`src/rtl/ex_operand_stage_if.sv`:
```
// Decode-to-execute operand stage bus: decode offer, forwarding sources
// and the downstream handshake/operands.
interface ex_operand_stage_if;
    logic        i_id_valid;
    logic        o_id_ready;
    logic [31:0] i_id_rs1_data;
    logic [31:0] i_id_rs2_data;
    logic [31:0] i_id_imm;
    logic [31:0] i_id_pc;
    logic [4:0]  i_id_rs1_addr;
    logic [4:0]  i_id_rs2_addr;
    logic [4:0]  i_id_rd_addr;
    logic [3:0]  i_id_aluctrl;
    logic [1:0]  i_id_alusrc_a;
    logic        i_id_alusrc_b;
    logic        i_id_regwrite;
    logic        i_flush;
    logic        i_mem_regwrite;
    logic [4:0]  i_mem_rd_addr;
    logic [31:0] i_mem_result;
    logic        i_wb_regwrite;
    logic [4:0]  i_wb_rd_addr;
    logic [31:0] i_wb_result;
    logic        o_ex_valid;
    logic        i_ex_ready;
    logic [31:0] o_alu_a;
    logic [31:0] o_alu_b;
    logic [3:0]  o_aluctrl_ctrl;
    logic [31:0] o_ex_store_data;
    logic [4:0]  o_ex_rd_addr;
    logic        o_ex_regwrite;

    modport slave (
        input  i_id_valid, i_id_rs1_data, i_id_rs2_data, i_id_imm, i_id_pc,
               i_id_rs1_addr, i_id_rs2_addr, i_id_rd_addr, i_id_aluctrl,
               i_id_alusrc_a, i_id_alusrc_b, i_id_regwrite, i_flush,
               i_mem_regwrite, i_mem_rd_addr, i_mem_result,
               i_wb_regwrite, i_wb_rd_addr, i_wb_result, i_ex_ready,
        output o_id_ready, o_ex_valid, o_alu_a, o_alu_b, o_aluctrl_ctrl,
               o_ex_store_data, o_ex_rd_addr, o_ex_regwrite
    );

    modport master (
        output i_id_valid, i_id_rs1_data, i_id_rs2_data, i_id_imm, i_id_pc,
               i_id_rs1_addr, i_id_rs2_addr, i_id_rd_addr, i_id_aluctrl,
               i_id_alusrc_a, i_id_alusrc_b, i_id_regwrite, i_flush,
               i_mem_regwrite, i_mem_rd_addr, i_mem_result,
               i_wb_regwrite, i_wb_rd_addr, i_wb_result, i_ex_ready,
        input  o_id_ready, o_ex_valid, o_alu_a, o_alu_b, o_aluctrl_ctrl,
               o_ex_store_data, o_ex_rd_addr, o_ex_regwrite
    );
endinterface

```
`src/rtl/ex_operand_stage.sv`:
```
// Single-slot execute operand stage: holds one decoded instruction, forwards
// MEM/WB results into its sources and selects the ALU operands.
module ex_operand_stage #(
    parameter int unsigned FWD_EN = 1
) (
    input logic              i_clk,
    input logic              i_rst_n,
    ex_operand_stage_if.slave bus
);
    localparam bit FWD_ON = (FWD_EN != 0);

    typedef struct packed {
        logic [31:0] rs1_data;
        logic [31:0] rs2_data;
        logic [31:0] imm;
        logic [31:0] pc;
        logic [4:0]  rs1_addr;
        logic [4:0]  rs2_addr;
        logic [4:0]  rd_addr;
        logic [3:0]  aluctrl;
        logic [1:0]  alusrc_a;
        logic        alusrc_b;
        logic        regwrite;
    } slot_t;

    slot_t       slot;
    logic        v;
    logic        id_ready;
    logic        id_fire;
    logic [31:0] rs1_fwd;
    logic [31:0] rs2_fwd;

    assign id_ready = (!v || bus.i_ex_ready) && !bus.i_flush;
    assign id_fire  = bus.i_id_valid && id_ready;

    // MEM beats WB; x0 is never forwarded.
    always_comb begin
        rs1_fwd = slot.rs1_data;
        rs2_fwd = slot.rs2_data;
        if (FWD_ON && slot.rs1_addr != 5'd0) begin
            if (bus.i_mem_regwrite && bus.i_mem_rd_addr == slot.rs1_addr)
                rs1_fwd = bus.i_mem_result;
            else if (bus.i_wb_regwrite && bus.i_wb_rd_addr == slot.rs1_addr)
                rs1_fwd = bus.i_wb_result;
        end
        if (FWD_ON && slot.rs2_addr != 5'd0) begin
            if (bus.i_mem_regwrite && bus.i_mem_rd_addr == slot.rs2_addr)
                rs2_fwd = bus.i_mem_result;
            else if (bus.i_wb_regwrite && bus.i_wb_rd_addr == slot.rs2_addr)
                rs2_fwd = bus.i_wb_result;
        end
    end

    always_ff @(posedge i_clk or negedge i_rst_n) begin
        if (!i_rst_n) begin
            v    <= 1'b0;
            slot <= '0;
        end else if (bus.i_flush) begin
            v <= 1'b0;
        end else if (id_fire) begin
            v             <= 1'b1;
            slot.rs1_data <= bus.i_id_rs1_data;
            slot.rs2_data <= bus.i_id_rs2_data;
            slot.imm      <= bus.i_id_imm;
            slot.pc       <= bus.i_id_pc;
            slot.rs1_addr <= bus.i_id_rs1_addr;
            slot.rs2_addr <= bus.i_id_rs2_addr;
            slot.rd_addr  <= bus.i_id_rd_addr;
            slot.aluctrl  <= bus.i_id_aluctrl;
            slot.alusrc_a <= bus.i_id_alusrc_a;
            slot.alusrc_b <= bus.i_id_alusrc_b;
            slot.regwrite <= bus.i_id_regwrite;
        end else if (v && bus.i_ex_ready) begin
            v <= 1'b0;
        end else if (v) begin
            // Stalled: latch forwarded values so a producer retiring now is kept.
            slot.rs1_data <= rs1_fwd;
            slot.rs2_data <= rs2_fwd;
        end
    end

    always_comb begin
        case (slot.alusrc_a)
            2'b00:   bus.o_alu_a = rs1_fwd;
            2'b01:   bus.o_alu_a = slot.pc;
            default: bus.o_alu_a = 32'h0;
        endcase
    end

    assign bus.o_id_ready      = id_ready;
    assign bus.o_ex_valid      = v;
    assign bus.o_alu_b         = slot.alusrc_b ? slot.imm : rs2_fwd;
    assign bus.o_aluctrl_ctrl  = slot.aluctrl;
    assign bus.o_ex_store_data = rs2_fwd;
    assign bus.o_ex_rd_addr    = slot.rd_addr;
    assign bus.o_ex_regwrite   = slot.regwrite && v;
endmodule

```
`src/flat_wrapper.sv`:
```
// flat-port wrapper written by rule: the top's interface ports become plain ports
module ex_operand_stage_flat 
#(
    parameter int unsigned FWD_EN = 1
)
  (i_clk, i_rst_n, bus_i_id_valid, bus_i_id_rs1_data, bus_i_id_rs2_data, bus_i_id_imm, bus_i_id_pc, bus_i_id_rs1_addr, bus_i_id_rs2_addr, bus_i_id_rd_addr, bus_i_id_aluctrl, bus_i_id_alusrc_a, bus_i_id_alusrc_b, bus_i_id_regwrite, bus_i_flush, bus_i_mem_regwrite, bus_i_mem_rd_addr, bus_i_mem_result, bus_i_wb_regwrite, bus_i_wb_rd_addr, bus_i_wb_result, bus_i_ex_ready, bus_o_id_ready, bus_o_ex_valid, bus_o_alu_a, bus_o_alu_b, bus_o_aluctrl_ctrl, bus_o_ex_store_data, bus_o_ex_rd_addr, bus_o_ex_regwrite);
  ex_operand_stage_if bus_i ();
  input logic i_clk;
  input logic i_rst_n;
  input wire logic [$bits(bus_i.i_id_valid)-1:0] bus_i_id_valid;
  input wire logic [$bits(bus_i.i_id_rs1_data)-1:0] bus_i_id_rs1_data;
  input wire logic [$bits(bus_i.i_id_rs2_data)-1:0] bus_i_id_rs2_data;
  input wire logic [$bits(bus_i.i_id_imm)-1:0] bus_i_id_imm;
  input wire logic [$bits(bus_i.i_id_pc)-1:0] bus_i_id_pc;
  input wire logic [$bits(bus_i.i_id_rs1_addr)-1:0] bus_i_id_rs1_addr;
  input wire logic [$bits(bus_i.i_id_rs2_addr)-1:0] bus_i_id_rs2_addr;
  input wire logic [$bits(bus_i.i_id_rd_addr)-1:0] bus_i_id_rd_addr;
  input wire logic [$bits(bus_i.i_id_aluctrl)-1:0] bus_i_id_aluctrl;
  input wire logic [$bits(bus_i.i_id_alusrc_a)-1:0] bus_i_id_alusrc_a;
  input wire logic [$bits(bus_i.i_id_alusrc_b)-1:0] bus_i_id_alusrc_b;
  input wire logic [$bits(bus_i.i_id_regwrite)-1:0] bus_i_id_regwrite;
  input wire logic [$bits(bus_i.i_flush)-1:0] bus_i_flush;
  input wire logic [$bits(bus_i.i_mem_regwrite)-1:0] bus_i_mem_regwrite;
  input wire logic [$bits(bus_i.i_mem_rd_addr)-1:0] bus_i_mem_rd_addr;
  input wire logic [$bits(bus_i.i_mem_result)-1:0] bus_i_mem_result;
  input wire logic [$bits(bus_i.i_wb_regwrite)-1:0] bus_i_wb_regwrite;
  input wire logic [$bits(bus_i.i_wb_rd_addr)-1:0] bus_i_wb_rd_addr;
  input wire logic [$bits(bus_i.i_wb_result)-1:0] bus_i_wb_result;
  input wire logic [$bits(bus_i.i_ex_ready)-1:0] bus_i_ex_ready;
  output wire logic [$bits(bus_i.o_id_ready)-1:0] bus_o_id_ready;
  output wire logic [$bits(bus_i.o_ex_valid)-1:0] bus_o_ex_valid;
  output wire logic [$bits(bus_i.o_alu_a)-1:0] bus_o_alu_a;
  output wire logic [$bits(bus_i.o_alu_b)-1:0] bus_o_alu_b;
  output wire logic [$bits(bus_i.o_aluctrl_ctrl)-1:0] bus_o_aluctrl_ctrl;
  output wire logic [$bits(bus_i.o_ex_store_data)-1:0] bus_o_ex_store_data;
  output wire logic [$bits(bus_i.o_ex_rd_addr)-1:0] bus_o_ex_rd_addr;
  output wire logic [$bits(bus_i.o_ex_regwrite)-1:0] bus_o_ex_regwrite;
  assign bus_i.i_id_valid = bus_i_id_valid;
  assign bus_i.i_id_rs1_data = bus_i_id_rs1_data;
  assign bus_i.i_id_rs2_data = bus_i_id_rs2_data;
  assign bus_i.i_id_imm = bus_i_id_imm;
  assign bus_i.i_id_pc = bus_i_id_pc;
  assign bus_i.i_id_rs1_addr = bus_i_id_rs1_addr;
  assign bus_i.i_id_rs2_addr = bus_i_id_rs2_addr;
  assign bus_i.i_id_rd_addr = bus_i_id_rd_addr;
  assign bus_i.i_id_aluctrl = bus_i_id_aluctrl;
  assign bus_i.i_id_alusrc_a = bus_i_id_alusrc_a;
  assign bus_i.i_id_alusrc_b = bus_i_id_alusrc_b;
  assign bus_i.i_id_regwrite = bus_i_id_regwrite;
  assign bus_i.i_flush = bus_i_flush;
  assign bus_i.i_mem_regwrite = bus_i_mem_regwrite;
  assign bus_i.i_mem_rd_addr = bus_i_mem_rd_addr;
  assign bus_i.i_mem_result = bus_i_mem_result;
  assign bus_i.i_wb_regwrite = bus_i_wb_regwrite;
  assign bus_i.i_wb_rd_addr = bus_i_wb_rd_addr;
  assign bus_i.i_wb_result = bus_i_wb_result;
  assign bus_i.i_ex_ready = bus_i_ex_ready;
  assign bus_o_id_ready = bus_i.o_id_ready;
  assign bus_o_ex_valid = bus_i.o_ex_valid;
  assign bus_o_alu_a = bus_i.o_alu_a;
  assign bus_o_alu_b = bus_i.o_alu_b;
  assign bus_o_aluctrl_ctrl = bus_i.o_aluctrl_ctrl;
  assign bus_o_ex_store_data = bus_i.o_ex_store_data;
  assign bus_o_ex_rd_addr = bus_i.o_ex_rd_addr;
  assign bus_o_ex_regwrite = bus_i.o_ex_regwrite;
  ex_operand_stage #(.FWD_EN(FWD_EN)) u_core (.i_clk(i_clk), .i_rst_n(i_rst_n), .bus(bus_i));
endmodule
```
`config.mk`:
```
export PLATFORM = sky130hd
export DESIGN_NAME = ex_operand_stage_flat
export DESIGN_NICKNAME = d
export VERILOG_FILES = /design/src/rtl/ex_operand_stage_if.sv /design/src/rtl/ex_operand_stage.sv /design/src/flat_wrapper.sv
export SDC_FILE = /design/constraint.sdc
export NUM_CORES = 1
export LEC_CHECK = 0
export ABC_AREA = 1
export BUFFER_PORTS_ARGS = -buffer_cell sky130_fd_sc_hd__buf_2
export CAP_MARGIN = 25
export CORE_ASPECT_RATIO = 1.1
export CORE_UTILIZATION = 55
export CTS_CLUSTER_SIZE = 8
export DETAILED_ROUTE_END_ITERATION = 7
export PLACE_DENSITY = 0.85
export SYNTH_ARGS = -nofsm -noshare
export SYNTH_HDL_FRONTEND = slang
export SYNTH_SLANG_ARGS = --single-unit
export TNS_END_PERCENT = 10
```
`constraint.sdc`:
```
create_clock -name i_clk -period 2.6 [get_ports i_clk]
set_clock_uncertainty 0.1 [all_clocks]
set_input_delay 0.13 -clock i_clk [delete_from_list [all_inputs] [get_ports i_clk]]
set_output_delay 0.13 -clock i_clk [all_outputs]
set_load 0.02 [all_outputs]
```
==> metrics, run 1 <==
WP data arrival=2.38 ns; Area Overhead vs Synth=41.3%; CP Class=reg -> out; Ys Warns=0; largest net degree at the start of global routing=69; final worst slack=-0.00729 ns; sequential power share=33.9%; #FFs+latches synth=152; RSZ-0062 raised after global routing=true; Post-synth EDFFs=0; synth unique cells=20; WHS=0.101 ns; CP Capture Type=output pin; CTS tree=built; Placed Area=12100 um2; global-route wire length before repair=58300 um; Worst Hold Class=in -> reg; Int Pwr=5.53 mW; Cell Rows=51; Reg area=3810 um2; nets@finish=2272; via count=12.3k; Worst Setup EP=bus_o_alu_b[30]; CP Launch Point=u_core.slot[16]; Hold Violations, Final=0; Clock Pin Slew Worst Setup and Hold Paths=0.07 ns; H-Tree Depth=4; Worst EP required=2.37 ns; crit path cell chain=buf_4 > nor4_4 > buf_4 > inv_2 > nand2_2 > buf_6 > nand2_1 > nand2_1 > o21ai_1 > buf_2; cell area after layout=14400 um2; post-synthesis cell area=10200 um2; worst-margin pin slew=0.666 ns; Clock Sinks=152; worst relative slew slack=55.6%; Clock Path Buffers=2; worst-path maximum fanout=6; share of post-route cells with drive strength above 1=25.7%; CTS buffer count=17; status=finished, violations left; Total Power=9.31 mW; gate count of the mapped netlist=1586; Switching Fraction=40.6%; cell family with most CP delay=buffers and inverters; crit-path max cell delay=0.44 ns; # setup viols final=1; GPL Wtd Cong=0.880; Clock power frac=25.4%; Syn Area/Cell=6.42 um2; DRC violations left=2; Via density=5.36; WL per Instance=17.2 um; P per Cell Area=648 nW/um2; Port-buffer cells=339; R2R Setup Slk=0.47 ns; final WL=39400 um; Reg2Reg Capture Point=u_core.slot[108]; die width=132 um; Sw Pwr=3.78 mW; power share of the combinational group=40.7%; drt initial violations=1273; Period minus WS final=2.61 ns; Starting Density=56.8%; CP Buf/Inv Count=5; area of the multi-input gates=5060 um2; Placeable Area=17900 um2; worst reg2reg startpoint=u_core.bus.o_ex_valid; Die H=145 um; CTS Root Cell=clkbuf_16; number of global-route vias before repair=11.8k; register area share after synthesis=37.4%; initial antenna violation count=4; Max-Cap Viols=0; Fillers=1187; Leak=8.72 nW; Startpoint Class=register; cell taking the most area after synthesis=dfrtp_1; Final ANT Viol Nets=0; Setup WS pre-CTS=0.414 ns; HPWL after detailed placement=23500 um; R2R cell count=9; Final period util=100%; Fmax=0.384 GHz; total gr overflow=0; cell count along the critical path=10; failing checks=DRC, setup timing; asr flop ratio synth=100%; Synth top area share=37.4%; Die ar.=19100 um2; IO Pins=340; Max rail drop VDD=0.000499 V; All-Layer GR Usage=39.4%; Slew Limit Fails=0; Clock Latency Late Sink=0.43 ns; Main synth FF type=dfrtp_1; Synth Net Count=1818; DRT Pass-1 Iters=8; slowest stage cell, crit path=dfrtp_2; top cells by area, synth=dfrtp_1 (37%), nand2_1 (24%), inv_1 (8.9%)
worst min path at each step:
| stage | start | to | slack, ns | cells after the start |
|---|---|---|---|---|
| final | bus_i_flush | u_core.bus.o_ex_valid | 0.10 | 3 |
| after detailed placement | i_rst_n | u_core.bus.o_ex_valid | 0.09 | 1 |
| after CTS | bus_i_flush | u_core.bus.o_ex_valid | 0.07 | 3 |
| after floorplan | i_rst_n | u_core.bus.o_aluctrl_ctrl[0] | -0.27 | 0 |
| after global routing | bus_i_flush | u_core.bus.o_ex_valid | 0.09 | 3 |
| after global placement | i_rst_n | u_core.bus.o_ex_valid | 0.08 | 1 |
final cells by class:
cell class	instances	area share [%]
Inverter	249	6.50
Multi-Input combinational cell	1091	35.2
Sequential cell	152	26.5
Tap cell	238	2.07
Timing Repair Buffer	529	25.8
Clock inverter	12	0.653
Clock buffer	20	3.18
Antenna cell	5	0.0870
cells by family after synthesis:
kind of cell	share of synthesized area [%]
simple gates	33.6
mux	8.41
compound gates	6.93
flops	37.4
buf+inv	13.7
registers in the layout, indices dropped and copies added, names as in the netlist:
| name | count |
|---|---|
| u_core.bus.o_aluctrl_ctrl | 4 |
| u_core.bus.o_ex_rd_addr | 5 |
| u_core.bus.o_ex_valid | 1 |
| u_core.slot | 142 |
layer usage:
layer	track usage (%)	part of all wire, %
met4	25.4	6.7
met2	68.9	49
met1	44.9	36
met5	0	0
met3	7.24	8.8
worst reg2reg max path, cell delays in order (launching register included):
cell and delay [ns]:
dfrtp_1 0.40, nand2_1 0.09, inv_1 0.06, nor2_1 0.22, nand2_4 0.24, buf_12 0.29
o21ai_0 0.33, inv_1 0.13, nand2_1 0.10, nand2_1 0.06
cell usage in the layout, fill, tap and decap left out, drive strengths merged:
cell type and count:
nand3b 1, clkbuf 21, buf 376, nand3 70, o21ai 129, dlygate4sd3 152, clkinvlp 3, nand2 641
mux2 76, dfrtp 152, nor4 2, a21oi 12, nor3 1, clkinv 6, diode 5, nor2 159
inv 252
synth_stat cells (11+ instances only):
| cell type | instances |
|---|---|
| inv_1 | 241 |
| o21ai_0 | 76 |
| nor2_1 | 156 |
| mux2_2 | 76 |
| dfrtp_1 | 152 |
| nand2_1 | 641 |
| clkbuf_1 | 39 |
| a21oi_1 | 12 |
| buf_2 | 34 |
| o21ai_1 | 53 |
| buf_4 | 11 |
| nand3_1 | 70 |
power groups by stage:
| stage | combinational, mW | clock, mW | sequential (mW) |
|---|---|---|---|
| floorplan | 2.25 | 0 | 3.07 |
| global placement | 3.20 | 0 | 3.15 |
| detailed placement | 3.26 | 0 | 3.18 |
| CTS | 3.45 | 2.37 | 3.14 |
| global route | 4.09 | 2.47 | 3.19 |
| finish | 3.79 | 2.36 | 3.16 |
timing repair:
item	in CTS	in global routing
setup endpoints to repair	3	85
pin swaps	0	2
resized for setup	1	50
cloned	0	2
endpoints found under the hold margin	214	0
buffers inserted	0	5
hold buffers	152	0
through the flow:
step	std cells	util (%)	TNS [ns]
5_1_grt	2294	80.1	-0.152
3_5_place_dp	2099	67.3	0
6_report	2296	80.2	-0.00729
3_3_place_gp	2099	67.3	0
2_1_floorplan	1586	-	0
4_1_cts	2283	78.9	0
(Power assumes the default switching activity.)
==> run 2: changes to the inputs <==
--- a/config.mk
+++ b/config.mk
@@ -5,11 +5,11 @@
 export SDC_FILE = /design/constraint.sdc
 export NUM_CORES = 1
 export LEC_CHECK = 0
-export ABC_AREA = 1
+export ABC_AREA = 0
 export BUFFER_PORTS_ARGS = -buffer_cell sky130_fd_sc_hd__buf_2
 export CAP_MARGIN = 25
 export CORE_ASPECT_RATIO = 1.1
-export CORE_UTILIZATION = 55
+export CORE_UTILIZATION = 54
 export CTS_CLUSTER_SIZE = 8
 export DETAILED_ROUTE_END_ITERATION = 7
 export PLACE_DENSITY = 0.85
==> constraint.sdc (replaced) <==
create_clock -name i_clk -period 2.6 [get_ports i_clk]
set_clock_uncertainty 0.1 [all_clocks]
set_input_delay 0.39 -clock i_clk [delete_from_list [all_inputs] [get_ports i_clk]]
set_output_delay 0.39 -clock i_clk [all_outputs]
set_load 0.02 [all_outputs]
==> run 2 against run 1 <==
Compared with the run above:
- the flow finishes with violations (setup timing)
- critical endpoint is now bus_o_alu_a[10]
- sequential power is 2% lower
- first-iteration DRC count is 11% higher
- synthesized area is 10% lower
- non-clock buffer count is 61 lower
- power is 3.1% lower
- final cell count is 26% lower
- highest routed layer is now met5
- critical path type unchanged
==> metrics, run 2 <==
cell taking the most area after synthesis=dfrtp_1; gate count of the mapped netlist=1104 (-30%); CP Buf/Inv Count=2 (-3); Total Power=9.02 mW (-3.1%); worst-margin pin slew=1.09 ns (+0.420 ns); post-synthesis cell area=9130 um2 (-10%); CP Capture Type=output pin; WHS=0.0341 ns (-0.0672 ns); All-Layer GR Usage=39.4% (about the same); DRC violations left=0 (-2); die width=126 um (-4.3%); drt initial violations=1412 (+11%); P per Cell Area=669 nW/um2 (+3.4%); register area share after synthesis=41.6% (+4.3 points); IO Pins=340 (unchanged); share of post-route cells with drive strength above 1=41.3% (+16 points); most common cell in the netlist=nand2_1; cell family with most CP delay=simple AND/OR/NAND/NOR gates; commonest non-fill, non-tap cell in the layout=buf_2; Starting Density=55.6% (-1.2 points); WP data arrival=2.76 ns (+0.38 ns); Startpoint Class=register; Die H=138 um (-4.3%); # setup viols final=96 (+95); Final period util=125% (+25 points); met2 Use GR=62.8% (-6.0 points); top cells by count, synth=nand2_1 (241), dfrtp_1 (152), a31oi_1 (126); Synth Net Count=1336 (-27%); Final ANT Viol Nets=0 (unchanged); synth unique cells=38 (+90%); asr flop ratio synth=100% (unchanged); Hold Violations, Final=0 (unchanged); worst relative slew slack=27.6% (-28 points); R2R cell count=8 (-1); failing checks=setup timing; crit-path max cell delay=0.54 ns (+0.10 ns); #FFs+latches synth=152 (unchanged); CTS Root Cell=clkbuf_16; Max rail drop VDD=0.000488 V (-2.3%); met1 Track Usage GR=50.4% (+5.5 points); worst-path maximum fanout=7 (+1); Clock Pin Slew Worst Setup and Hold Paths=0.07 ns (about the same); global-route wire length before repair=53800 um (-7.8%); Clock Latency Late Sink=0.43 ns (about the same); Worst EP required=2.11 ns (-0.26 ns); Clock Path Buffers=2 (unchanged); Cell Rows=49 (-3.9%); initial antenna violation count=16 (+12); RSZ-0062 raised after global routing=true; Worst Hold Class=in -> reg; top cells by area, synth=dfrtp_1 (42%), nand2_1 (9.9%), a31oi_1 (8.6%); Die ar.=17400 um2 (-8.5%); CTS buffer count=17 (unchanged); Slew Limit Fails=0 (unchanged); GPL Wtd Cong=1.03 (+17%); Area Overhead vs Synth=47.5%; Synth top area share=41.6% (+4.3 points); register bank with the most flops=u_core.slot; Port-buffer cells=339 (unchanged); Max-Cap Viols=0 (unchanged); slowest stage cell, crit path=or4_4; Post-synth EDFFs=0 (unchanged); H-Tree Depth=4 (unchanged); nets@finish=1706 (-25%); Ys Warns=0 (unchanged); status=finished, violations left; CP Class=reg -> out; WL per Instance=22.5 um (+31%); DRT Pass-1 Iters=6 (-2); Largest register FFs=142 (unchanged); via count=11.1k (-9.9%); crit path cell chain=or4_4 > or2_4 > or3b_4 > clkbuf_16 > a31oi_1 > a221oi_2 > buf_4; Placeable Area=16400 um2 (-8.4%); hold path depth=3 (unchanged); GR peak layer=met2; largest net degree at the start of global routing=69 (unchanged); most frequent cells in the layout=buf_2 (255), nand2_1 (222), buf_4 (149), dfrtp_1 (149), a31oi_1 (116); total gr overflow=0 (unchanged); Fmax=0.308 GHz (-20%); met3 global-route usage=8.98% (+1.7 points); Via density=6.50 (+21%); final worst slack=-0.651 ns (-0.644 ns); final WL=38500 um (-2.4%); Period minus WS final=3.25 ns (+0.644 ns); Main synth FF type=dfrtp_1; cell count along the critical path=7 (-3); HPWL after detailed placement=24000 um (+2.2%); Leak=6.28 nW (-28%); number of global-route vias before repair=10.1k (-14%); Clock Sinks=152 (unchanged); CTS tree=built; Syn Area/Cell=8.27 um2 (+29%)
[run 2: worst paths after layout]
kind | start | to | slack, ns
worst max-delay path | u_core.slot[19] | bus_o_alu_a[10] | -0.65
worst min-delay path | bus_i_id_imm[20] | u_core.slot[75] | 0.03
max in group asynchronous | i_rst_n | u_core.slot[131] | 1.30
worst max register to register | u_core.slot[22] | u_core.slot[148] | 0.11
min in group asynchronous | i_rst_n | u_core.bus.o_aluctrl_ctrl[1] | 0.44
worst min register to register | u_core.bus.o_aluctrl_ctrl[2] | u_core.bus.o_aluctrl_ctrl[2] | 0.38
[run 2: final cells by class]
class / count / area, um2
multi-input cells: 797 / 5160
flip-flops and latches: 152 / 3810
repair buffers: 468 / 3470
fillers: 974 / 2960
clock buffers: 20 / 457
well taps: 204 / 255
inverters: 38 / 143
clock inverters: 12 / 140
diodes: 16 / 40.0
[run 2: where the power goes]
group          leakage, nW  total (mW)  internal [mW]  switching (mW)
registers             1.78        3.09           2.74           0.350
clock network        0.284        2.55           1.48            1.07
logic                 4.21        3.38           1.46            1.92
[run 2: routing by layer]
layer,part of all wire (%),routed length (um),vias to the layer above
met4,5.9,2280,4
met3,11,4350,201
li1,-,-,4798
met2,47,18000,955
met5,0.070,27,-
met1,36,13800,5138
[run 2: per-stage QoR]
| stage | utilization [%] | TNS [ns] | std cells | instance area (um2) | setup slack, ns |
|---|---|---|---|---|---|
| global route | 82.0 | -55.40 | 1705 | 13500 | -0.698 |
| detailed placement | 71.1 | -10.95 | 1639 | 11700 | -0.310 |
| global placement | 71.0 | -35.00 | 1638 | 11700 | -0.605 |
| CTS | 77.9 | -38.95 | 1676 | 12800 | -0.582 |
| floorplan | - | -4.21 | 1104 | 9150 | -0.0979 |
| finish | 82.0 | -47.76 | 1707 | 13500 | -0.651 |
[run 2: kinds of logic after synthesis]
family	after synthesis	synth area share [%]
AND/OR/NAND/NOR	390	18.9
flip-flops	152	41.6
AO/OA/AOI/OAI	387	30.2
XOR/XNOR	20	1.92
buffers and inverters	155	7.30
[run 2: worst register-to-register path, cell delays in order (launching register included)]
cell and delay, ns:
dfrtp_1 0.40, buf_6 0.14, xnor2_1 0.16, nand4_1 0.18, or3b_4 0.54, buf_16 0.20
buf_4 0.17, a31oi_1 0.31, a2bb2oi_1 0.20
[run 2: what timing repair did]
action / 4_1_cts / 5_1_grt
pin swaps: 42 / 33
hold buffers: 1 / 0
gates resized for setup: 131 / 67
setup buffers: 2 / 8
endpoints found under the setup margin: 96 / 96
hold endpoints to repair: 64 / 0
gates cloned: 2 / 10
